### src/rtl/spi_mnrch.sv
// spi_mnrch: 16-bit SPI master used by inert_intf to talk to the inertial
// sensor. One wrt pulse launches one full-duplex transaction. SCLK idles high;
// MOSI changes on SCLK falling edges and MISO is sampled on rising edges.
//
// Ports:
//   clk      system clock
//   rst_n    asynchronous active-low reset
//   wrt      one-clk start pulse, accepted only while idle
//   wt_data  word to transmit (MSB first), captured on the accepted wrt cycle
//   MISO     serial data from the sensor
//   done     set when a transaction completes, cleared by the next accepted wrt
//   rd_data  received word (the shift register), valid while done=1
//   SS_n     active-low slave select
//   SCLK     serial clock (divider MSB)
//   MOSI     serial data to the sensor (shift register MSB)
module spi_mnrch #(
    parameter int unsigned SCLK_DIV_W = 5,
    parameter int unsigned DATA_W     = 16
) (
    input  logic              clk,
    input  logic              rst_n,
    input  logic              wrt,
    input  logic [DATA_W-1:0] wt_data,
    input  logic              MISO,
    output logic              done,
    output logic [DATA_W-1:0] rd_data,
    output logic              SS_n,
    output logic              SCLK,
    output logic              MOSI
);

    localparam int unsigned CNT_W = $clog2(DATA_W + 1);

    localparam logic [SCLK_DIV_W-1:0] DIV_ONES   = '1;
    // Divider value one clk before SCLK rises: MISO is sampled here.
    localparam logic [SCLK_DIV_W-1:0] DIV_SAMPLE = {1'b0, {(SCLK_DIV_W-1){1'b1}}};
    // Start value: SCLK stays high for a quarter period before the first fall.
    localparam logic [SCLK_DIV_W-1:0] DIV_START  = {2'b10, {(SCLK_DIV_W-2){1'b1}}};
    localparam logic [CNT_W-1:0]      CNT_LAST   = CNT_W'(DATA_W - 1);

    typedef enum logic [1:0] {
        IDLE,
        PORCH,
        SHIFT,
        BACK
    } state_e;

    state_e                state_q, state_d;
    logic [SCLK_DIV_W-1:0] div_q,   div_d;
    logic [CNT_W-1:0]      cnt_q,   cnt_d;
    logic [DATA_W-1:0]     shift_q, shift_d;
    logic                  miso_q,  miso_d;
    logic                  ss_n_q,  ss_n_d;
    logic                  done_q,  done_d;

    always_ff @(posedge clk or negedge rst_n) begin
        if (!rst_n) begin
            state_q <= IDLE;
            div_q   <= '1;
            cnt_q   <= '0;
            shift_q <= '0;
            miso_q  <= 1'b0;
            ss_n_q  <= 1'b1;
            done_q  <= 1'b0;
        end else begin
            state_q <= state_d;
            div_q   <= div_d;
            cnt_q   <= cnt_d;
            shift_q <= shift_d;
            miso_q  <= miso_d;
            ss_n_q  <= ss_n_d;
            done_q  <= done_d;
        end
    end

    always_comb begin
        state_d = state_q;
        div_d   = div_q;
        cnt_d   = cnt_q;
        shift_d = shift_q;
        miso_d  = miso_q;
        ss_n_d  = ss_n_q;
        done_d  = done_q;

        case (state_q)
            IDLE: begin
                div_d = DIV_ONES;
                if (wrt) begin
                    state_d = PORCH;
                    shift_d = wt_data;
                    ss_n_d  = 1'b0;
                    done_d  = 1'b0;
                    div_d   = DIV_START;
                    cnt_d   = '0;
                end
            end
            PORCH: begin
                // First SCLK fall carries no shift; MOSI already shows the MSB.
                div_d = div_q + 1'b1;
                if (div_q == DIV_ONES) begin
                    state_d = SHIFT;
                end
            end
            SHIFT: begin
                div_d = div_q + 1'b1;
                if (div_q == DIV_SAMPLE) begin
                    miso_d = MISO;
                end
                if (div_q == DIV_ONES) begin
                    shift_d = {shift_q[DATA_W-2:0], miso_q};
                    cnt_d   = cnt_q + 1'b1;
                    if (cnt_q == CNT_LAST) begin
                        // Freeze SCLK high (no trailing fall) and release SS_n
                        // together with done on the following clk.
                        div_d   = div_q;
                        state_d = BACK;
                        ss_n_d  = 1'b1;
                        done_d  = 1'b1;
                    end
                end
            end
            BACK: begin
                state_d = IDLE;
            end
            default: begin
                state_d = IDLE;
            end
        endcase
    end

    assign SCLK    = div_q[SCLK_DIV_W-1];
    assign MOSI    = shift_q[DATA_W-1];
    assign rd_data = shift_q;
    assign SS_n    = ss_n_q;
    assign done    = done_q;

endmodule

### config.mk
export PLATFORM = sky130hd
export DESIGN_NAME = spi_mnrch
export DESIGN_NICKNAME = d
export VERILOG_FILES = /design/src/rtl/spi_mnrch.sv
export SDC_FILE = /design/constraint.sdc
export NUM_CORES = 1
export LEC_CHECK = 0
export BUFFER_PORTS_ARGS = -buffer_cell sky130_fd_sc_hd__buf_2
export CAP_MARGIN = 30
export CELL_PAD_IN_SITES_DETAIL_PLACEMENT = 1
export CELL_PAD_IN_SITES_GLOBAL_PLACEMENT = 2
export CORE_MARGIN = 2
export CORE_UTILIZATION = 34
export CTS_BUF_LIST = sky130_fd_sc_hd__clkbuf_8
export DETAILED_ROUTE_END_ITERATION = 10
export GPL_TIMING_DRIVEN = 0
export PLACE_DENSITY = 0.79
export SLEW_MARGIN = 30
export SYNTH_ARGS = -nofsm -noshare
export SYNTH_HDL_FRONTEND = slang
export SYNTH_SLANG_ARGS = --single-unit
### constraint.sdc
create_clock -name clk -period 2.7 [get_ports clk]
set_input_delay 0 -clock clk [delete_from_list [all_inputs] [get_ports clk]]
set_output_delay 0 -clock clk [all_outputs]
set_load 0.05 [all_outputs]
[After elaboration in Yosys (flattened, before gate mapping)]
Cells that the tools add are included.
Operators by class
  add/subtract/negate cells: 2
  $mul: 0
  div/mod/pow operators: 0
  order comparisons: 0
  equal/unequal tests: 11
  shift operators: 0
  muxes and demuxes: 19
  bitwise operators: 0
  reductions and logical operators: 8
Operator list (count)
  2-to-1 mux 16 bit: 2
  case mux 16 bit (2 select lines): 1
  2-to-1 mux 5 bit: 4
  case mux 5 bit (3 select lines): 1
  adder 5 x 1 -> 5 bit, second input constant: 2
  == test 5 x 4 -> 1 bit, second input constant: 2
  case mux 5 bit (2 select lines): 1
  2-to-1 mux 2 bit: 4
  != test 2 bit, second input constant: 4
  case mux 2 bit (4 select lines): 1
  AND reduction 4 bit: 2
  == test 5 bit, second input constant: 1
  == test 2 bit, second input constant: 2
  2-to-1 mux 4 bit: 1
  AND reduction 2 bit: 2
  2-to-1 mux 1 bit: 3
  != test 3 bit, second input constant: 1
  AND reduction 3 bit: 1
  nonzero test 3 bit: 1
  == test 2 x 1 -> 1 bit, second input constant: 1
  logical NOT 2 bit: 1
  case mux 1 bit (2 select lines): 1
  nonzero test 2 bit: 1
Storage, ports and cells
  bits in registers: 31
  bits in latches: 0
  RAM bits: 0
  bits in read-only memories: 0
  input port bits: 20
  memories: 0

[Logic depth before layout (Yosys ltp)]
Gate-level depths: netlist of the first run.
  depth after elaboration: 4
  gate-level depth with buffers: 9
  mapped depth without buffers: 7

[Worst setup path after synthesis of the first run]
Ideal clock, no wire load.
  path kind: register to register
  from: register div_q[0]
  to: register cnt_q[2]
  setup time: 0.129 ns
  arrival: 1.757 ns
  data required time: 2.571 ns
  path slack: 0.814 ns
  cell stages (with the launch flop): 10
  buffers on the path: 2
  cell sequence: dfstp_2 -> ha_1 -> and3_1 -> ha_1 -> mux2_4 -> and2_4 -> buf_6 -> buf_6 -> nand4_2 -> o221ai_2
On the way
  longest elaborated chain between the ends: 3
RTL lines
  start: declaration: line 49  | logic [SCLK_DIV_W-1:0] div_q, div_d;
  start signal: assignment: line 67  | div_q <= div_d;
  == test 5 bit: line 109  | if (div_q == DIV_ONES) begin
  != test 2 bit (no line)
  AND reduction 3 bit (no line)
  end signal: assignment: line 68  | cnt_q <= cnt_d;
  end: declaration: line 50  | logic [CNT_W-1:0] cnt_q, cnt_d;
Every way passes these cells.
A chain may end at the register's enable or synchronous reset.

[Worst setup path in the final report of the first run]
Same ends and word-level chain as after synthesis.

==> reports/qor.csv, run 1 <==
metric;value;unit
Leak;1.14;nW
FMAX;0.500;GHz
RSZ-0062 raised after global routing;false;
Post-Syn Nets;191;
largest net degree at the start of global routing;32;
most frequent cells in the layout;buf_2 (42), dfrtp_1 (25), nor2_1 (20), a21oi_1 (20), mux2i_1 (18);
post_cts resized;0;
switch share;21.0;%
sequential fraction of the synthesis area;47.0;%
filler instances;569;
Die X;74.0;um
Logic pwr share;3.3;%
Syn Std Cell Area;0.00167;mm^2
PortBufs;39;
CP Class;reg2reg;
Critical Path RT;2.86;ns
most common cell after layout, fill and taps aside;buf_2;
FF-to-FF path depth;9;
Net count, final;239;
Starting Density;35.3;%
Slew Limit Fails;0;
Final Hold Viols;0;
Final period util;74.1;%
share of cells above drive strength 1;31.6;%
synth warn;0;
vias in the first global route;1386;
CTS buffer count;5;
CP Max Fanout;10;
final cell utilization of the core;43.3;%
Synth Flop Type;dfrtp_1;
First-pass DRT Iterations;4;
Post-Route WL;3.83;mm
gpl congestion;0.705;
initial DRC count;29;
Avg Cell Area, Syn;10.4;um^2
total negative setup slack;0;ns
Seq pwr share;56.6;%
average wire per cell in the routed design;13.9;um
Setup crit end kind;register;
DRC;0;
Total GRT Usage;15.0;%
gr ovfl total;0;
core area;0.00472;mm^2
Worst Path Arrival;2.16;ns
Post-CTS Setup Bufs;0;
Area growth, synth to finish;22.7;%
crit path from;div_q[0];
worst vdd ir;0.000237;V
global-route wire length before repair;6.27;mm
R2R setup slack;0.70;ns
H-tree levels;2;
Internal;0.650;mW
area of placed instances;0.00195;mm^2
fin crit period;2.00;ns
largest buffer count on any clock path;2;
I/O pins;40;
Post-DRT Antenna Nets;0;
Clock Sinks;31;
net switching power;0.173;mW
antenna violations before repair;0;
Post-synth EDFFs;0;
final count of negative-setup-slack endpoints;0;
Unique masters post-synth;26;
mux cell area share after synthesis;13.1;%
largest family of logic cells by synthesized area;multiplexers;
# diodes;0;
outcome;finished clean;
area share of xor/xnor cells in the synthesized design;0;%
R2R Path End;cnt_q[2];
post-route cell area;0.00205;mm^2
final setup skew;0.00579;ns
startpoint types;register;
adder-cell share of the synthesized area;8.25;%
Slew HR;53.3;%
Via-to-Cell Ratio;4.89;
async set-reset flop share out of synthesis;100;%
PwrDens;402;mW/mm^2
TritonCTS clock tree;built;
Syn Inst Count;160;
CTS Root Cell;clkbuf_8;
Die Height;74.0;um
flops & latches, synth;31;
max_cap viols;0;
simple-gate share of the synthesized area;12.6;%
Core Rows;25;
worst slew pin tran;0.700;ns
Worst-Skew Late Latency;0.28;ns
Register Area;783;um^2
post-detail-place hpwl;2.88;mm
crit path capture;cnt_q[2];
Multi-input gate area;764;um^2
reg2reg start;div_q[0];
Clk pwr share;40.0;%
Die Area;0.00548;mm^2
WHS Path Cells;3;
Worst-path clk slew;0.06;ns
total number of vias;1351;
worst hold path class;in2reg;
Compound-Gate Fraction of Synth Area;11.9;%
## kinds of logic (layout without fill, tap and decap cells)
kind of cell | Yosys count | count (layout)
mux | 21 | 21
flops | 31 | 31
compound gates | 36 | 36
buf+inv | 18 | 67
fa+ha+maj | 11 | 11
simple gates | 43 | 43
## what timing repair did
action / CTS / global route
setup endpoints to repair: 0 / 0
hold buffers: 2 / 0
hold endpoints to repair: 26 / 0
## state kept, by name, indices dropped and copies added (netlist names)
name,count
div_q,5
done,1
SS_n,1
rd_data,16
state_q,2
miso_q,1
cnt_q,5
## power groups by stage
stage	logic, mW	clock network (mW)	registers (mW)
global route	0.0311	0.375	0.466
detailed placement	0.0265	0	0.474
finish	0.0274	0.329	0.466
global placement	0.0258	0	0.474
CTS	0.0289	0.347	0.466
floorplan	0.00194	0	0.474
## layer usage
layer	global-route usage (%)	part of all wire [%]
met5	0	0
met4	5.45	1.4
met3	4.88	5.7
met2	25.9	51
met1	17.4	42
## cell usage after synthesis (5+ instances only)
master | n | area, um^2
dfrtp_1 | 25 | 626
nand3_1 | 7 | 35.0
dfstp_2 | 6 | 158
mux2i_1 | 18 | 180
nand2_1 | 5 | 18.8
nor2_1 | 20 | 75.1
a31oi_1 | 5 | 31.3
a21oi_1 | 20 | 100
buf_6 | 6 | 67.6
o21ai_0 | 6 | 30.0
inv_1 | 8 | 30.0
ha_1 | 11 | 138
## cell type report
cell class	instances	area share (%)
Sequential cell	31	38.3
Multi-Input combinational cell	111	37.3
Timing Repair Buffer	41	10.5
Buffer	10	4.40
Tap cell	67	4.10
Clock buffer	5	3.36
Inverter	8	1.47
Clock inverter	3	0.550
## worst max-delay path: stages, from the launching register on
cell      delay (ns)
dfstp_2         0.38
ha_1            0.22
and3_1          0.22
ha_1            0.20
mux2_4          0.25
and2_4          0.15
buf_6           0.12
buf_6           0.14
nand4_2         0.09
o221ai_2        0.09
## worst min path at each step
stage	end	slack, ns	start
after floorplan	cnt_q[0]	-0.30	rst_n
after global placement	done	0.08	rst_n
after detailed placement	state_q[1]	0.09	rst_n
after CTS	rd_data[12]	0.01	wt_data[12]
after global routing	rd_data[3]	0.02	wt_data[3]
final	rd_data[12]	0.02	wt_data[12]
## stage by stage
step	hold WS (ns)	setup slack (ns)	total power, mW	instances
after global routing	0.0192	0.597	0.872	276
final	0.0173	0.701	0.823	276
after floorplan	-0.296	0.814	0.476	160
after global placement	0.0830	0.732	0.500	266
after detailed placement	0.0944	0.682	0.501	266
after CTS	0.0121	0.680	0.842	276
No activity file was read; power rests on OpenSTA's default activity.
==> run 2, diff against run 1 <==
--- a/config.mk
+++ b/config.mk
@@ -5,6 +5,7 @@
 export SDC_FILE = /design/constraint.sdc
 export NUM_CORES = 1
 export LEC_CHECK = 0
+export ABC_AREA = 1
 export BUFFER_PORTS_ARGS = -buffer_cell sky130_fd_sc_hd__buf_2
 export CAP_MARGIN = 30
 export CELL_PAD_IN_SITES_DETAIL_PLACEMENT = 1
@@ -14,7 +15,7 @@
 export CTS_BUF_LIST = sky130_fd_sc_hd__clkbuf_8
 export DETAILED_ROUTE_END_ITERATION = 10
 export GPL_TIMING_DRIVEN = 0
-export PLACE_DENSITY = 0.79
+export PLACE_DENSITY = 0.8
 export SLEW_MARGIN = 30
 export SYNTH_ARGS = -nofsm -noshare
 export SYNTH_HDL_FRONTEND = slang
==> constraint.sdc (replaced) <==
create_clock -name clk -period 1.9 [get_ports clk]
set_input_delay 0 -clock clk [delete_from_list [all_inputs] [get_ports clk]]
set_output_delay 0 -clock clk [all_outputs]
set_load 0.05 [all_outputs]
==> reports/qor.csv, run 2 <==
metric;value;unit
outcome;finished clean;
DRC;0;
Worst path slowest cell;dfstp_2;
largest family of logic cells by synthesized area;compound AO/OA/AOI/OAI gates;
reg2reg start;div_q[1];
I/O pins;40;
core area;0.00514;mm^2
total chip power;1.28;mW
Slew HR;52.1;%
final setup skew;0.00429;ns
average wire per cell in the routed design;13.0;um
net switching power;0.269;mW
Post-synth EDFFs;0;
Final Hold Viols;0;
CP most frequent cell;nor2_4;
sequential fraction of the synthesis area;43.2;%
final count of negative-setup-slack endpoints;0;
Post-Place Cells;307;
max incr delay on CP;0.57;ns
CP Class;reg2reg;
Die X;77.0;um
crit path from;div_q[1];
RSZ-0062 raised after global routing;false;
Die Area;0.00593;mm^2
fin crit period;1.78;ns
flops & latches, synth;31;
Unique masters post-synth;26;
critical path, cell by cell;ha_4 -> nand2_1 -> nor2_4 -> ha_4 -> nor2_4 -> nor2_4 -> nand2_4 -> buf_6 -> nand2_1 -> o21ai_2;
number of flip-flops in the largest register;16;
Worst-Skew Late Latency;0.28;ns
cell family with most CP delay;flip-flops;
Worst Path Buf+Inv;1;
gr ovfl total;0;
Yosys top cell area share;34.5;%
Slew Limit Fails;0;
simple-gate share of the synthesized area;19.6;%
R2R setup slack;0.12;ns
share of cells above drive strength 1;39.7;%
CP Depth;10;
TritonCTS clock tree;built;
most frequent cells in the layout;nand2_1 (55), buf_2 (40), dfrtp_1 (25);
worst vdd ir;0.000313;V
initial DRC count;44;
Worst Path Arrival;1.93;ns
Syn Std Cell Area;0.00181;mm^2
Clk pwr share;44.3;%
Post-Route WL;4.19;mm
Post-Syn Nets;229;
Clock Sinks;31;
Net count, final;282;
mux cell area share after synthesis;0;%
most common cell after layout, fill and taps aside;nand2_1;
fin cells;322;
FMAX;0.563;GHz
WHS Path Cells;3;
worst hold path class;in2reg;
Compound-Gate Fraction of Synth Area;20.6;%
Synth Flop Type;dfrtp_1;
vias in the first global route;1571;
Starting Density;35.2;%
FF-to-FF path depth;10;
Avg Cell Area, Syn;9.15;um^2
Core Rows;26;
Internal;1.01;mW
Die Height;77.0;um
max_cap viols;0;
gpl congestion;0.700;
Critical Path RT;2.06;ns
synth warn;0;
adder-cell share of the synthesized area;7.60;%
top post-synthesis cells by count;nand2_1 (55), dfrtp_1 (25), o21ai_2 (23);
Logic pwr share;3.7;%
largest net degree at the start of global routing;32;
First-pass DRT Iterations;4;
Area growth, synth to finish;26.4;%
Hold WS;0.0367;ns
post-detail-place hpwl;3.07;mm
Final period util;93.4;%
count leader, synth;nand2_1;
PortBufs;39;
CP Max Fanout;10;
H-tree levels;2;
filler instances;638;
Synth area leaders;dfrtp_1 (35%), nand2_1 (11%), o21ai_2 (11%);
total number of vias;1509;
largest buffer count on any clock path;2;
Via-to-Cell Ratio;4.69;
Worst-path clk slew;0.07;ns
area share of xor/xnor cells in the synthesized design;0.483;%
Syn Inst Count;198;
Post-DRT Antenna Nets;0;
PwrDens;558;mW/mm^2
Leak;1.14;nW
startpoint types;register;
global-route wire length before repair;7.36;mm
Setup crit end kind;register;
Seq pwr share;52.0;%
Synth area leader;dfrtp_1;
CTS Root Cell;clkbuf_8;
worst slew pin tran;0.719;ns
final cell utilization of the core;44.5;%
CTS buffer count;5;
async set-reset flop share out of synthesis;100;%
antenna violations before repair;0;
Total GRT Usage;15.5;%
R2R Path End;rd_data[0];
switch share;21.0;%
# diodes;0;
crit path capture;rd_data[0];
## run 2: cell types whose count changed after synthesis, sizes merged, moves of 4 or more
| cell | before | now |
|---|---|---|
| nand2 | 5 | 57 |
| mux2i | 18 | 0 |
| o21ai | 9 | 27 |
| a21boi | 0 | 16 |
| a21oi | 20 | 5 |
| nor2 | 20 | 13 |
| inv | 8 | 14 |
| a31oi | 5 | 1 |
## run 2: worst min-delay path, delay by kind of cell
kind	cells	cell delay [ns]
AO/OA/AOI/OAI	2	0.21
buffers and inverters	1	0.07
## run 2: through the flow
step / setup TNS, ns / worst slack (ns) / area [um^2]
2_1_floorplan: 0 / 0.138 / 1810
3_3_place_gp: 0 / 0.000405 / 2090
3_5_place_dp: -0.575 / -0.0487 / 2090
4_1_cts: 0 / 0.0218 / 2230
5_1_grt: 0 / 0.0252 / 2290
6_report: 0 / 0.125 / 2290
## run 2: final cells by class
| class | count | area (um^2) | share of cell area (%) |
|---|---|---|---|
| Buffer | 10 | 98.8 | 4.32 |
| Inverter | 14 | 55.1 | 2.40 |
| Clock inverter | 1 | 3.75 | 0.164 |
| Tap cell | 70 | 87.6 | 3.83 |
| Timing Repair Buffer | 46 | 255 | 11.1 |
| Multi-Input combinational cell | 143 | 910 | 39.7 |
| Sequential cell | 31 | 783 | 34.2 |
| Clock buffer | 7 | 96.3 | 4.21 |
## run 2: layer usage
| metal | share of wire (%) | global-route usage [%] | wire, um | vias to the layer above |
|---|---|---|---|---|
| met3 | 3.2 | 3.76 | 136 | 6 |
| met4 | 1.3 | 4.82 | 55 | 0 |
| met2 | 51 | 26.4 | 2150 | 25 |
| li1 | - | - | - | 749 |
| met5 | 0 | 0 | 0 | - |
| met1 | 44 | 19.3 | 1850 | 729 |
## run 2: cell families (layout without fill, tap and decap cells)
family / after synthesis / in the layout
flip-flops: 31 / 31
AO/OA/AOI/OAI: 49 / 49
adder cells (fa/ha/maj): 11 / 11
XOR/XNOR: 1 / 1
buffers and inverters: 24 / 78
AND/OR/NAND/NOR: 82 / 82
## run 2: how the worst min path moves through the flow
stage,startpoint,endpoint
2_1_floorplan,rst_n,cnt_q[0]
3_3_place_gp,rst_n,rd_data[3]
3_5_place_dp,rst_n,rd_data[3]
4_1_cts,wt_data[4],rd_data[4]
5_1_grt,wt_data[6],rd_data[6]
6_report,wt_data[5],rd_data[5]
## run 2: power by group through the flow
stage	clock, mW	sequential [mW]	combinational (mW)
floorplan	0	0.680	0.00551
global placement	0	0.676	0.0441
detailed placement	0	0.676	0.0441
CTS	0.594	0.664	0.0492
global route	0.615	0.664	0.0534
finish	0.566	0.664	0.0476
## run 2: repair_timing
item | CTS | global route
endpoints found under the setup margin | 21 | 26
hold endpoints to repair | 27 | 0
buffers inserted | 0 | 4
hold buffers | 3 | 0
resized for setup | 2 | 5
pin swaps | 0 | 2
==> run 3, diff against run 2 <==
==> constraint.sdc (replaced) <==
create_clock -name clk -period 1.9 [get_ports clk]
set_input_delay 0.19 -clock clk [delete_from_list [all_inputs] [get_ports clk]]
set_output_delay 0.19 -clock clk [all_outputs]
set_load 0.05 [all_outputs]
==> reports/qor.csv, run 3 (synthesized netlist as in run 2, its figures left out) <==
metric;value;unit
outcome;finished clean;
final setup skew;0.00591;ns
gpl congestion;0.700;
total negative setup slack;0;ns
Worst-Skew Late Latency;0.28;ns
Logic pwr share;3.5;%
crit path capture;rd_data[0];
final count of negative-setup-slack endpoints;0;
Worst-path clk slew;0.07;ns
CP Class;reg2reg;
Starting Density;35.2;%
R2R Path End;rd_data[0];
Hold WS;0.173;ns
FF-to-FF path depth;10;
largest net degree at the start of global routing;32;
PortBufs;39;
Seq pwr share;52.1;%
antenna violations before repair;0;
Leak;1.13;nW
fin crit period;1.77;ns
CP Max Fanout;10;
share of cells above drive strength 1;40.0;%
vias in the first global route;1559;
DRC;0;
Die Height;77.0;um
First-pass DRT Iterations;2;
initial DRC count;48;
startpoint types;register;
Slew Limit Fails;0;
post-route cell area;0.00227;mm^2
most common cell after layout, fill and taps aside;nand2_1;
RSZ-0062 raised after global routing;false;
max_cap viols;0;
Setup crit end kind;register;
Core Rows;26;
total number of vias;1500;
Final period util;93.4;%
Area growth, synth to finish;25.3;%
worst hold path class;in2reg;
Critical Path RT;2.06;ns
Worst Path Arrival;1.93;ns
reg2reg start;div_q[1];
Via-to-Cell Ratio;4.69;
H-tree levels;2;
Clk pwr share;44.4;%
TritonCTS clock tree;built;
final cell utilization of the core;44.2;%
post-detail-place hpwl;3.07;mm
worst vdd ir;0.000313;V
Net count, final;280;
switch share;21.1;%
R2R setup slack;0.13;ns
worst slew pin tran;0.715;ns
CTS buffer count;5;
Final Hold Viols;0;
average wire per cell in the routed design;13.0;um
Clock Sinks;31;
global-route wire length before repair;7.33;mm
number of flip-flops in the largest register;16;
FMAX;0.563;GHz
core area;0.00514;mm^2
most frequent cells in the layout;nand2_1 (55), buf_2 (40), dfrtp_1 (25);
dpl ws;-0.0487;ns
Post-Route WL;4.17;mm
crit path from;div_q[1];
area of placed instances;0.00209;mm^2
PwrDens;562;mW/mm^2
Total GRT Usage;15.4;%
Die X;77.0;um
I/O pins;40;
Post-DRT Antenna Nets;0;
Slew HR;52.3;%
largest buffer count on any clock path;2;
setup ws final;0.125;ns
# diodes;0;
net switching power;0.268;mW
CTS Root Cell;clkbuf_8;
Internal;1.01;mW
gr ovfl total;0;
Die Area;0.00593;mm^2
## run 3: metal layers
metal | track usage (%) | vias to the layer above | share of wire, %
met3 | 3.76 | 6 | 3.1
met1 | 19.3 | 725 | 44
met4 | 4.82 | 0 | 1.3
met5 | 0 | - | 0
met2 | 26.2 | 22 | 51
li1 | - | 747 | -
## run 3: layout make-up
type	count	area, um^2
Fill cell	642	2870
Tap cell	70	87.6
Clock inverter	1	3.75
Clock buffer	7	96.3
Buffer	10	98.8
Sequential cell	31	783
Inverter	14	55.1
Multi-Input combinational cell	143	910
Timing Repair Buffer	44	235
## run 3: what timing repair did
item                                   in CTS  in global routing
resized for setup                           2                  5
hold buffers                                1                  0
pin swaps                                   0                  2
buffers inserted                            0                  4
setup endpoints to repair                  21                 26
endpoints found under the hold margin      25                  0
## run 3: metrics by stage
stage               instances  power [mW]
floorplan                 198       0.685
global placement          307       0.720
detailed placement        307       0.720
CTS                       316        1.30
global route              320        1.33
finish                    320        1.27
## run 3: how the worst min path moves through the flow
stage / start / end / cells past startpoint
3_5_place_dp: rst_n / rd_data[3] / 1
3_3_place_gp: rst_n / rd_data[3] / 1
4_1_cts: MISO / miso_q / 3
2_1_floorplan: rst_n / cnt_q[0] / 0
6_report: wrt / div_q[3] / 4
5_1_grt: wrt / div_q[3] / 4
## run 3: worst max-delay path: stages (launching register included)
cell and delay (ns):
dfstp_2 0.57, ha_4 0.14, nand2_1 0.08, nor2_4 0.16, ha_4 0.17, nor2_4 0.04
nor2_4 0.10, nand2_4 0.09, buf_6 0.16, nand2_1 0.09, o21ai_2 0.06
## run 3: power groups by stage
| stage | registers [mW] | clock network (mW) | logic [mW] |
|---|---|---|---|
| 3_5_place_dp | 0.676 | 0 | 0.0441 |
| 3_3_place_gp | 0.676 | 0 | 0.0441 |
| 6_report | 0.664 | 0.566 | 0.0445 |
| 5_1_grt | 0.664 | 0.615 | 0.0502 |
| 4_1_cts | 0.664 | 0.594 | 0.0462 |
| 2_1_floorplan | 0.680 | 0 | 0.00551 |
